[src/rtl/mult_sched_pkg.sv]
// Shared types and constants for the two-requester shift-add multiply scheduler.
package mult_sched_pkg;

  typedef enum logic [1:0] {
    IDLE = 2'd0,
    RUN  = 2'd1,
    DONE = 2'd2
  } state_e;

  localparam int DEFAULT_OP_W = 4;
  localparam int NUM_REQ      = 2;

endpackage

[src/rtl/rr_arb2.sv]
// Two-way round-robin grant: the requester named by ptr has priority,
// the other one wins only when the preferred one is idle.
module rr_arb2 (
  input  logic [1:0] req,
  input  logic       ptr,
  output logic [1:0] gnt
);

  // Pick the pointed-to requester first, fall back to the other, else no grant.
  always_comb begin
    gnt = 2'b00;
    if (ptr == 1'b0) begin
      if (req[0])      gnt = 2'b01;
      else if (req[1]) gnt = 2'b10;
    end else begin
      if (req[1])      gnt = 2'b10;
      else if (req[0]) gnt = 2'b01;
    end
  end

endmodule

[src/rtl/mult_sched.sv]
// Shares one shift-add multiplier between two requesters. A granted request
// runs for exactly OP_W iterations, then the product is held in DONE until
// the consumer takes it.
module mult_sched
  import mult_sched_pkg::*;
#(
  parameter int OP_W = DEFAULT_OP_W
) (
  input  logic                 clk,
  input  logic                 rst,
  input  logic [NUM_REQ-1:0]   req_valid,
  input  logic [OP_W-1:0]      req_m0,
  input  logic [OP_W-1:0]      req_q0,
  input  logic [OP_W-1:0]      req_m1,
  input  logic [OP_W-1:0]      req_q1,
  output logic [NUM_REQ-1:0]   req_ready,
  output logic                 res_valid,
  input  logic                 res_ready,
  output logic [2*OP_W-1:0]    res_p,
  output logic                 res_id,
  output logic                 busy
);

  localparam int P_W   = 2 * OP_W;
  localparam int CNT_W = (OP_W > 1) ? $clog2(OP_W) : 1;
  localparam logic [CNT_W-1:0] LAST_ITER = CNT_W'(OP_W - 1);

  state_e           state_q;
  logic             ptr_q;
  logic [CNT_W-1:0] iterCnt_q;
  logic [P_W-1:0]   acc_q;
  logic [P_W-1:0]   mShift_q;
  logic [OP_W-1:0]  qShift_q;
  logic             opId_q;
  logic [P_W-1:0]   resP_q;
  logic             resId_q;
  logic             resValid_q;

  logic [1:0]       gnt;
  logic [OP_W-1:0]  selM;
  logic [OP_W-1:0]  selQ;
  logic [P_W-1:0]   acc_d;

  rr_arb2 u_arb (
    .req (req_valid),
    .ptr (ptr_q),
    .gnt (gnt)
  );

  // Route the winning requester's operands toward the capture registers.
  always_comb begin
    selM = gnt[1] ? req_m1 : req_m0;
    selQ = gnt[1] ? req_q1 : req_q0;
  end

  // One iteration: add the shifted multiplicand when the current multiplier bit is set.
  always_comb begin
    acc_d = acc_q + (qShift_q[0] ? mShift_q : '0);
  end

  // Scheduler FSM: accept in IDLE, iterate in RUN, hold the result in DONE until handoff.
  always_ff @(posedge clk or posedge rst) begin
    if (rst) begin
      state_q    <= IDLE;
      ptr_q      <= 1'b0;
      iterCnt_q  <= '0;
      acc_q      <= '0;
      mShift_q   <= '0;
      qShift_q   <= '0;
      opId_q     <= 1'b0;
      resP_q     <= '0;
      resId_q    <= 1'b0;
      resValid_q <= 1'b0;
    end else begin
      unique case (state_q)
        IDLE: begin
          if (gnt != 2'b00) begin
            ptr_q     <= gnt[0];
            mShift_q  <= P_W'(selM);
            qShift_q  <= selQ;
            opId_q    <= gnt[1];
            acc_q     <= '0;
            iterCnt_q <= '0;
            state_q   <= RUN;
          end
        end
        RUN: begin
          acc_q     <= acc_d;
          mShift_q  <= mShift_q << 1;
          qShift_q  <= qShift_q >> 1;
          iterCnt_q <= iterCnt_q + CNT_W'(1);
          if (iterCnt_q == LAST_ITER) begin
            resP_q     <= acc_d;
            resId_q    <= opId_q;
            resValid_q <= 1'b1;
            state_q    <= DONE;
          end
        end
        DONE: begin
          if (res_ready) begin
            resValid_q <= 1'b0;
            state_q    <= IDLE;
          end
        end
        default: begin
          state_q <= IDLE;
        end
      endcase
    end
  end

  assign req_ready = (!rst && state_q == IDLE) ? gnt : 2'b00;
  assign res_valid = resValid_q;
  assign res_p     = resP_q;
  assign res_id    = resId_q;
  assign busy      = (state_q != IDLE);

endmodule

[config.mk]
export PLATFORM = sky130hd
export DESIGN_NAME = mult_sched
export DESIGN_NICKNAME = d
export VERILOG_FILES = /design/src/rtl/mult_sched_pkg.sv /design/src/rtl/rr_arb2.sv /design/src/rtl/mult_sched.sv
export SDC_FILE = /design/constraint.sdc
export NUM_CORES = 1
export LEC_CHECK = 0
export ABC_CLOCK_PERIOD_IN_PS = 2270
export CAP_MARGIN = 5
export CORE_UTILIZATION = 46
export DETAILED_ROUTE_END_ITERATION = 16
export PLACE_DENSITY = 0.81
export SKIP_CTS_REPAIR_TIMING = 1
export SLEW_MARGIN = 0
export SYNTH_ARGS = -nofsm -noshare
export SYNTH_HDL_FRONTEND = slang
export SYNTH_SLANG_ARGS = --single-unit
[constraint.sdc]
create_clock -name clk -period 2.27 [get_ports clk]
set_input_delay 0.227 -clock clk [delete_from_list [all_inputs] [get_ports clk]]
set_output_delay 0.227 -clock clk [all_outputs]
set_load 0.005 [all_outputs]
# == Word level (Yosys, flattened, before mapping) ==
# Cells that the tools add are included.
# totals
out_inout_bits,13
register_bits,36
in_bits,21
# op_classes
n_addsub,2
reduce_logical,12
eq_ne,6
mux,24
# op_table
operator,count
8-bit case mux with 2 select lines,2
8-bit 2-to-1 mux,3
2-bit 2-to-1 mux,9
4-bit 2-to-1 mux,3
8-bit adder,1
4-bit case mux with 2 select lines,1
2-bit nonzero test,4
"2-bit != test, second input constant",3
2-bit case mux with 3 select lines,1
2-bit AND reduction,3
3-bit AND reduction,2
"2-bit == test, second input constant",2
2-bit case mux with 2 select lines,1
1-bit 2-to-1 mux,3
"2-bit by 1-bit adder with 2-bit output, second input constant",1
"2-bit by 1-bit == test with 1-bit output, second input constant",1
2-bit zero test,1
1-bit case mux with 2 select lines,1
1-bit logical AND,1
1-bit zero test,1

# == Longest topological paths before layout ==
# Gate-level depths: netlist of the first run.
# depth
word_depth,6
mapped_depth,9

# == Cells and area by module ==
# A second synthesis of the first run with hierarchy kept.
# unflattened
cells_unflattened,209
area_unflattened_um2,1906.8
# modules_own_cells
mod,area_per_inst_um2,seq_area_each_um2,cells_per_inst,n_inst
mult_sched,1888.1,900.9,206,1
rr_arb2,18.8,0.0,3,1

# == Worst setup path after synthesis of the first run ==
# Ideal clock, no wire load.
# synth_timing
path_type,register -> register
start,reg qShift_q[0]
end,reg acc_q[6]
required_time_ns,2.148
stages_incl_launch_ff,10
setup_ns,0.122
path_buffers,0
t_arrival_ns,2.068
path_slack_ns,0.081
period_less_slack_ns,2.189
path_cell_list,dfrtp_1 > and2_1 > ha_1 > inv_1 > fa_1 > nor2b_4 > o31a_1 > o21a_1 > or3_1 > a32o_1
# synth_between
elab_chain_cells,3
# synth_lines
item,line,source
start: declaration,mult_sched.sv:33,logic [OP_W-1:0] qShift_q;
start signal: assignment,mult_sched.sv:80,qShift_q <= selQ;
start signal: assignment,mult_sched.sv:90,qShift_q <= qShift_q >> 1;
8-bit 2-to-1 mux,mult_sched.sv:58,acc_d = acc_q + (qShift_q[0] ? mShift_q : '0);
8-bit adder,mult_sched.sv:58,
8-bit case mux with 2 select lines,mult_sched.sv:75,unique case (state_q)
end signal: assignment,mult_sched.sv:67,acc_q <= '0;
end signal: assignment,mult_sched.sv:82,acc_q <= '0;
end signal: assignment,mult_sched.sv:88,acc_q <= acc_d;
end: declaration,mult_sched.sv:31,logic [P_W-1:0] acc_q;
# Every way passes these cells.
# A chain may end at the register's enable or synchronous reset.

# == Final worst setup path of the first run ==
# layout_timing
start,reg mShift_q[0]
end,reg acc_q[6]
# layout_between
elab_chain_cells,3
# layout_lines
item,line,source
start: declaration,mult_sched.sv:32,logic [P_W-1:0] mShift_q;
start signal: assignment,mult_sched.sv:79,mShift_q <= P_W'(selM);
start signal: assignment,mult_sched.sv:89,mShift_q <= mShift_q << 1;
8-bit 2-to-1 mux,mult_sched.sv:58,
8-bit adder,mult_sched.sv:58,
8-bit case mux with 2 select lines,mult_sched.sv:75,
# Every way passes these cells.

==> flow_summary_export.csv, run 1 <==
group,metric,value,unit
outcome,status,"complete, no violations",
cells_and_area,multiInputGateArea,883,um^2
sta,hold_viol,0,
sta,relSlewSlack,64.5,%
grt,grt_max_degree,37,
pwr,leakagePower,1.07,nW
worst_setup_path,slowest_delay,0.40,ns
floorplanning,dieWidth,64.7,um
synthesis,synthFlopType,"dfrtp_1",
routing,route.detailed.drc,0,
worst_setup_path,cp.required,2.45,ns
routing,post_drt_wl_per_cell,13.8,um
clocking,clock_latency,0.29,ns
routing,vias,1417,
routing,firstDrtPassIters,4,
sta,period_minus_slack,2.22,ns
sta,fin_crit_sh,98.0,%
pwr,p_per_area,1200,nW/um^2
cells_and_area,mostFrequentLayoutCells,"36 x dfrtp_1, 33 x clkdlybuf4s50_1, 23 x o21ai_0, 21 x nand2_1, 8 x mux2i_1",
synthesis,synthArstFlopShare,100,%
routing,postRouteAntennaNets,0,
synthesis,synth.area.top_cells,"dfrtp_1 50%, o21ai_0 6.4%, ha_1 5.5%, mux2i_1 4.4%, nand2_1 4.4%",
placed_design,placed_area,2220,um^2
clocking,cts-buffers-inserted,5,
placed_design,dp_hpwl,2520,um
synthesis,synthCells,174,
routing,drt-total-wl,3630,um
clocking,cts_tree,"built",
grt,grt_pass1_vias,1402,
synthesis,syn_area_per_cell,10.4,um^2
floorplanning,die_h,64.7,um
cells_and_area,num_antenna_cells,0,
synthesis,ys_ff_latch,36,
hold_path,hold_path_class,"input pin to asynchronous set/reset pin",
sta,worst_pin_slew,0.529,ns
synthesis,synth-edff-count,0,
clocking,ctsLongestPathBuffers,2,
cells_and_area,final_area,2330,um^2
cells_and_area,syn2layout_area_growth,29.1,%
synthesis,syn-cell-area,1810,um^2
sta,skew,0.00632,ns
cells_and_area,fillers,333,
sta,max_freq,450,MHz
synthesis,synth_area_leader_cell,"dfrtp_1",
pwr,ir_drop,0.000673,V
worst_setup_path,cpLargestDelayFamily,"compound AO/OA/AOI/OAI gates",
cells_and_area,mostFrequentLayoutCell,"dfrtp_1",
synthesis,synth_warnings,0,
grt,grt_pass1_wl,6240,um
worst_setup_path,cp-start-kind,"flop",
worst_setup_path,crit_path_top_delay_cell,"dfrtp_1",
sta,setup_tns,0,ns
worst_setup_path,worstSetupEndpointType,"flop",
floorplanning,design.core.area,3720,um^2
synthesis,netlist.area_leader.share,49.9,%
routing,drtIter0Drc,79,
sta,slew_violations,0,
worst_setup_path,critPathKind,"flop to flop",
worst_setup_path,crit_chain,"and2_4 > ha_2 > inv_2 > fa_2 > nor2b_4 > o31a_1 > o21a_1 > or3_4 > a32o_1",
worst_setup_path,reg2reg_slack,0.05,ns
cells_and_area,drive_above_1_share,11.6,%
grt,antenna_found_initial,0,
run,cap_violations,0,
floorplanning,io_pins,34,
placed_design,portBuffers,33,
cells_and_area,fin_nets,245,
clocking,root_buffer,"clkbuf_8",
clocking,htreeDepth,2,
cells_and_area,stdcell_count,263,
worst_setup_path,crit_fanout,3,
pwr,finalPower,0.00280,W
floorplanning,start_util,48.6,%
synthesis,yosysSeqAreaShare,49.9,%
cells_and_area,fin_util,62.7,%
synthesis,synth_cell_types,34,
routing,routed_via_density,5.39,
floorplanning,rows,22,
clocking,clk_pin_slew,0.07,ns
worst_setup_path,crit_buf_inv,1,
worst_setup_path,critPathArrivalTime,2.40,ns
placed_design,place_congestion,0.833,
synthesis,syn-num-nets,204,
placed_design,dp_cells,256,
grt,gr-total-overflow,0,
grt,grt_use_total,20.0,%
sta,setup_viol,0,
floorplanning,die-area,4180,um^2
clocking,cts_sinks,36,
cells_and_area,seq_area,901,um^2
## worst paths after layout
kind | endpoint | start | cells after the start
worst max-delay path | acc_q[6]$_DFFE_PP0P_ | mShift_q[0]$_DFFE_PP0P_ | 9
worst min-delay path | iterCnt_q[0]$_DFFE_PP0P_ | rst | 3
worst max register to register | acc_q[6]$_DFFE_PP0P_ | mShift_q[0]$_DFFE_PP0P_ | 9
worst min register to register | res_p[3]$_DFFE_PP0P_ | res_p[3]$_DFFE_PP0P_ | 2
max in group asynchronous | qShift_q[1]$_DFFE_PP0P_ | rst | 3
min in group clk | res_p[3]$_DFFE_PP0P_ | res_p[3]$_DFFE_PP0P_ | 2
## worst min-delay path: cells and delay by family
kind / cells / cell delay (ns)
buf+inv: 3 / 0.89
## Yosys cell counts, drive strengths merged, types with 2 or more instances
master	n
o31ai	2
o21a	2
xor2	4
a22oi	3
o21ai	24
nor2	8
nor2b	2
mux2i	8
a21o	4
inv	7
a22o	7
ha	8
dfrtp	36
a21oi	7
mux2	3
and2	7
clkbuf	5
a211oi	4
nand2	21
## kinds of logic (layout without fill, tap and decap cells)
kind of cell | after synthesis | in the layout | synth area share (%)
compound gates | 60 | 60 | 21.8
xor+xnor | 5 | 5 | 2.43
fa+ha+maj | 9 | 9 | 6.65
buf+inv | 13 | 54 | 2.77
flops | 36 | 36 | 49.9
mux | 11 | 11 | 6.31
simple gates | 40 | 40 | 10.2
## final cells by class
cell class,instances,share of cell area [%]
timing repair buffer,40,16.4
inverter,7,1.13
multi-input combinational,125,37.9
clock inverter,1,0.215
clock buffer,6,3.11
tap,48,2.58
sequential,36,38.6
## routing by layer
layer  vias to the layer above  GRT usage [%]  routed length [um]  part of all wire (%)
met5                         -              0                   0                     0
met4                         0           8.33                  48                   1.3
met3                         5           5.81                 121                   3.3
met2                        40           31.6                1720                    47
met1                       670           25.5                1730                    48
li1                        702              -                   -                     -
## sequential cells by signal, indices dropped and copies added, names as in the netlist
register / count
mShift_q: 8
res_id: 1
iterCnt_q: 2
qShift_q: 4
state_q: 2
res_valid: 1
res_p: 8
opId_q: 1
ptr_q: 1
acc_q: 8
## power by group
group / total, W / internal, W / switching [W]
sequential: 0.00110 / 0.000912 / 0.000188
combinational: 0.00127 / 0.000650 / 0.000620
clock: 0.000432 / 0.000209 / 0.000224
total: 0.00280 / 0.00177 / 0.00103
## stage by stage
step	setup slack, ns	hold slack (ns)
3_5_place_dp	0.0262	0.469
2_1_floorplan	0.0806	0.313
4_1_cts	0.00525	0.407
5_1_grt	-0.0209	0.449
3_3_place_gp	0.0967	0.461
6_report	0.0463	0.388
No activity file was read; power rests on OpenSTA's default activity.
==> inputs of run 2 (changes only) <==
--- a/config.mk
+++ b/config.mk
@@ -7,11 +7,12 @@
 export LEC_CHECK = 0
 export ABC_CLOCK_PERIOD_IN_PS = 2270
 export CAP_MARGIN = 5
-export CORE_UTILIZATION = 46
+export CORE_UTILIZATION = 23
 export DETAILED_ROUTE_END_ITERATION = 16
-export PLACE_DENSITY = 0.81
+export PLACE_DENSITY = 0.49
 export SKIP_CTS_REPAIR_TIMING = 1
 export SLEW_MARGIN = 0
 export SYNTH_ARGS = -nofsm -noshare
 export SYNTH_HDL_FRONTEND = slang
+export SYNTH_HIERARCHICAL = 1
 export SYNTH_SLANG_ARGS = --single-unit
==> flow_summary_export.csv, run 2 <==
group,metric,value,unit
routing,post_drt_wl_per_cell,11.9,um
pwr,p_sw,0.00112,W
grt,grt_use_total,10.7,%
sta,relSlewSlack,69.1,%
synthesis,synth_warnings,6,
floorplanning,design.core.area,7890,um^2
routing,postRouteAntennaNets,0,
pwr,p_per_area,1180,nW/um^2
pwr,ir_drop,0.000457,V
pwr,sw_frac_of_total,37.6,%
cells_and_area,fin_nets,278,
hold_path,hold_path_class,"flop to flop",
worst_setup_path,critPathKind,"flop to flop",
worst_setup_path,worstSetupEndpointType,"flop",
synthesis,synthCells,209,
worst_setup_path,crit_fanout,9,
sta,hold_viol,0,
sta,setup_viol,0,
sta,hold-worst-slack,0.477,ns
pwr,combinationalPowerShare,44.4,%
pwr,clockPowerShare,18.8,%
hold_path,hold_path_depth,2,
pwr,seqPwrFrac,36.8,%
floorplanning,rows,32,
worst_setup_path,reg2reg_depth,9,
pwr,leakagePower,1.09,nW
clocking,cts_tree,"built",
routing,drtIter0Drc,57,
synthesis,synth.area.top_cells,"dfrtp_1 47%, nand2_1 9.8%, o21ai_0 7.9%, ha_1 5.2%, mux2i_1 4.2%",
worst_setup_path,critPathArrivalTime,2.33,ns
grt,grt_pass1_vias,1481,
placed_design,dp_hpwl,3100,um
pwr,p_int,0.00185,W
sta,skew,0.0119,ns
synthesis,syn-num-nets,239,
routing,drt-total-wl,4170,um
sta,worst_pin_slew,0.464,ns
routing,route.detailed.drc,0,
routing,routed_via_density,4.39,
synthesis,synth_cell_types,33,
cells_and_area,mostFrequentLayoutCell,"nand2_1",
synthesis,yosysSeqAreaShare,47.2,%
placed_design,place_congestion,0.707,
cells_and_area,mostFrequentLayoutCells,"50 x nand2_1, 35 x dfrtp_1, 33 x clkdlybuf4s50_1, 30 x o21ai_0, 9 x inv_1",
synthesis,synth-edff-count,0,
sta,fin_crit_sh,94.2,%
grt,met2_usage,14.9,%
sta,slew_violations,0,
synthesis,netlist.area_leader.share,47.2,%
grt,gr-total-overflow,0,
worst_setup_path,cp-start-kind,"flop",
cells_and_area,syn2layout_area_growth,31.8,%
sta,max_freq,468,MHz
cells_and_area,fin_util,31.9,%
cells_and_area,num_antenna_cells,0,
clocking,clock_latency,0.30,ns
routing,vias,1540,
synthesis,synth_area_leader_cell,"dfrtp_1",
grt,antenna_found_initial,0,
grt,grt_pass1_wl,7180,um
sta,setup_tns,0,ns
worst_setup_path,slowest_delay,0.45,ns
synthesis,syn-cell-area,1910,um^2
synthesis,synthFlopType,"dfrtp_1",
clocking,cts-buffers-inserted,5,
synthesis,syn_area_per_cell,9.12,um^2
worst_setup_path,crit_path_top_delay_cell,"dfrtp_2",
run,cap_violations,0,
synthesis,ys_ff_latch,36,
grt,use_met1,15.5,%
synthesis,synthTopCellsByCount,"50 x nand2_1, 36 x dfrtp_1, 30 x o21ai_0, 9 x inv_1",
floorplanning,io_pins,34,
grt,globalRouteMet3Util,2.76,%
routing,firstDrtPassIters,4,
placed_design,portBuffers,33,
synthesis,synthArstFlopShare,100,%
outcome,status,"complete, no violations",
clocking,root_buffer,"clkbuf_8",
synthesis,synth_most_common_cell,"nand2_1",
clocking,htreeDepth,2,
floorplanning,die-area,8660,um^2
sta,period_minus_slack,2.14,ns
cells_and_area,drive_above_1_share,9.64,%
sta,rsz0062_at_grt,"false",
clocking,ctsLongestPathBuffers,2,
grt,grt_max_degree,37,
floorplanning,die_h,93.1,um
floorplanning,start_util,24.2,%
worst_setup_path,cp.required,2.46,ns
worst_setup_path,crit_path_frequent_cell,"o21a_1",
grt,grt-busiest-layer,"met1",
clocking,clk_pin_slew,0.07,ns
floorplanning,dieWidth,93.1,um
clocking,cts_sinks,36,
worst_setup_path,crit_chain,"and2_1 > ha_1 > inv_1 > fa_2 > nor2b_4 > o31a_1 > o21a_1 > o21a_1 > o31ai_1",
==> run 2: cell count changes after synthesis, moves of 2 or more <==
cell / before / now
o31ai_1: 1 / 3
xor2_1: 4 / 2
a22o_1: 7 / 0
a22oi_1: 3 / 0
nand2_1: 21 / 50
o21ai_0: 23 / 30
o22ai_1: 0 / 3
o211ai_1: 1 / 3
buf_2: 1 / 4
nor3_1: 1 / 3
inv_1: 7 / 9
and3_1: 0 / 2
a21o_1: 4 / 1
==> run 2: logic make-up after synthesis <==
| family | after synthesis | share of synthesized area, % |
|---|---|---|
| compound gates | 59 | 18.4 |
| xor+xnor | 4 | 1.84 |
| buf+inv | 18 | 3.87 |
| mux | 11 | 5.97 |
| simple gates | 72 | 16.3 |
| fa+ha+maj | 9 | 6.30 |
| flops | 36 | 47.2 |
==> run 2: critical path, delay by kind of cell (launching register included) <==
family          cells  cell delay, ns
buf+inv             1            0.08
fa+ha+maj           2            0.45
compound gates      4            0.86
simple gates        2            0.20
flops               1            0.45
==> run 2: final timing paths <==
kind	startpoint	end	slack [ns]
setup / recovery	qShift_q[0]$_DFFE_PP0P_	acc_q[6]$_DFFE_PP0P_	0.13
hold / removal	res_p[3]$_DFFE_PP0P_	res_p[3]$_DFFE_PP0P_	0.48
setup reg to reg	qShift_q[0]$_DFFE_PP0P_	acc_q[6]$_DFFE_PP0P_	0.13
hold reg to reg	res_p[3]$_DFFE_PP0P_	res_p[3]$_DFFE_PP0P_	0.48
max in group asynchronous	rst	qShift_q[0]$_DFFE_PP0P_	1.42
min in group asynchronous	rst	res_p[5]$_DFFE_PP0P_	0.49
==> run 2: layer usage <==
layer / share of wire (%) / vias up
li1: - / 797
met5: 0 / -
met4: 1.6 / 0
met2: 41 / 37
met1: 52 / 699
met3: 5.1 / 7
==> run 2: cell type report <==
type / count / area [um^2]
tap: 102 / 128
multi-input combinational: 155 / 940
clock inverter: 2 / 35.0
clock buffer: 6 / 72.6
sequential: 36 / 902
inverter: 9 / 33.8
timing repair buffer: 41 / 403
fill: 824 / 5370
==> run 2: metrics by stage <==
stage / worst slack, ns / cell area [um^2] / total power (W) / cells
after global placement: 0.193 / 2400 / 0.00242 / 343
final: 0.131 / 2510 / 0.00297 / 351
after floorplan: 0.285 / 1910 / 0.00192 / 209
after CTS: 0.0907 / 2500 / 0.00301 / 351
after detailed placement: 0.0986 / 2400 / 0.00244 / 343
after global routing: 0.00328 / 2510 / 0.00325 / 351
==> run 2: power by group through the flow <==
| stage | Sequential [W] | Combinational (W) | Clock, W |
|---|---|---|---|
| floorplan | 0.00105 | 0.000876 | 0 |
| global placement | 0.00110 | 0.00132 | 0 |
| detailed placement | 0.00110 | 0.00134 | 0 |
| CTS | 0.00110 | 0.00134 | 0.000573 |
| global route | 0.00113 | 0.00152 | 0.000596 |
| finish | 0.00109 | 0.00132 | 0.000559 |
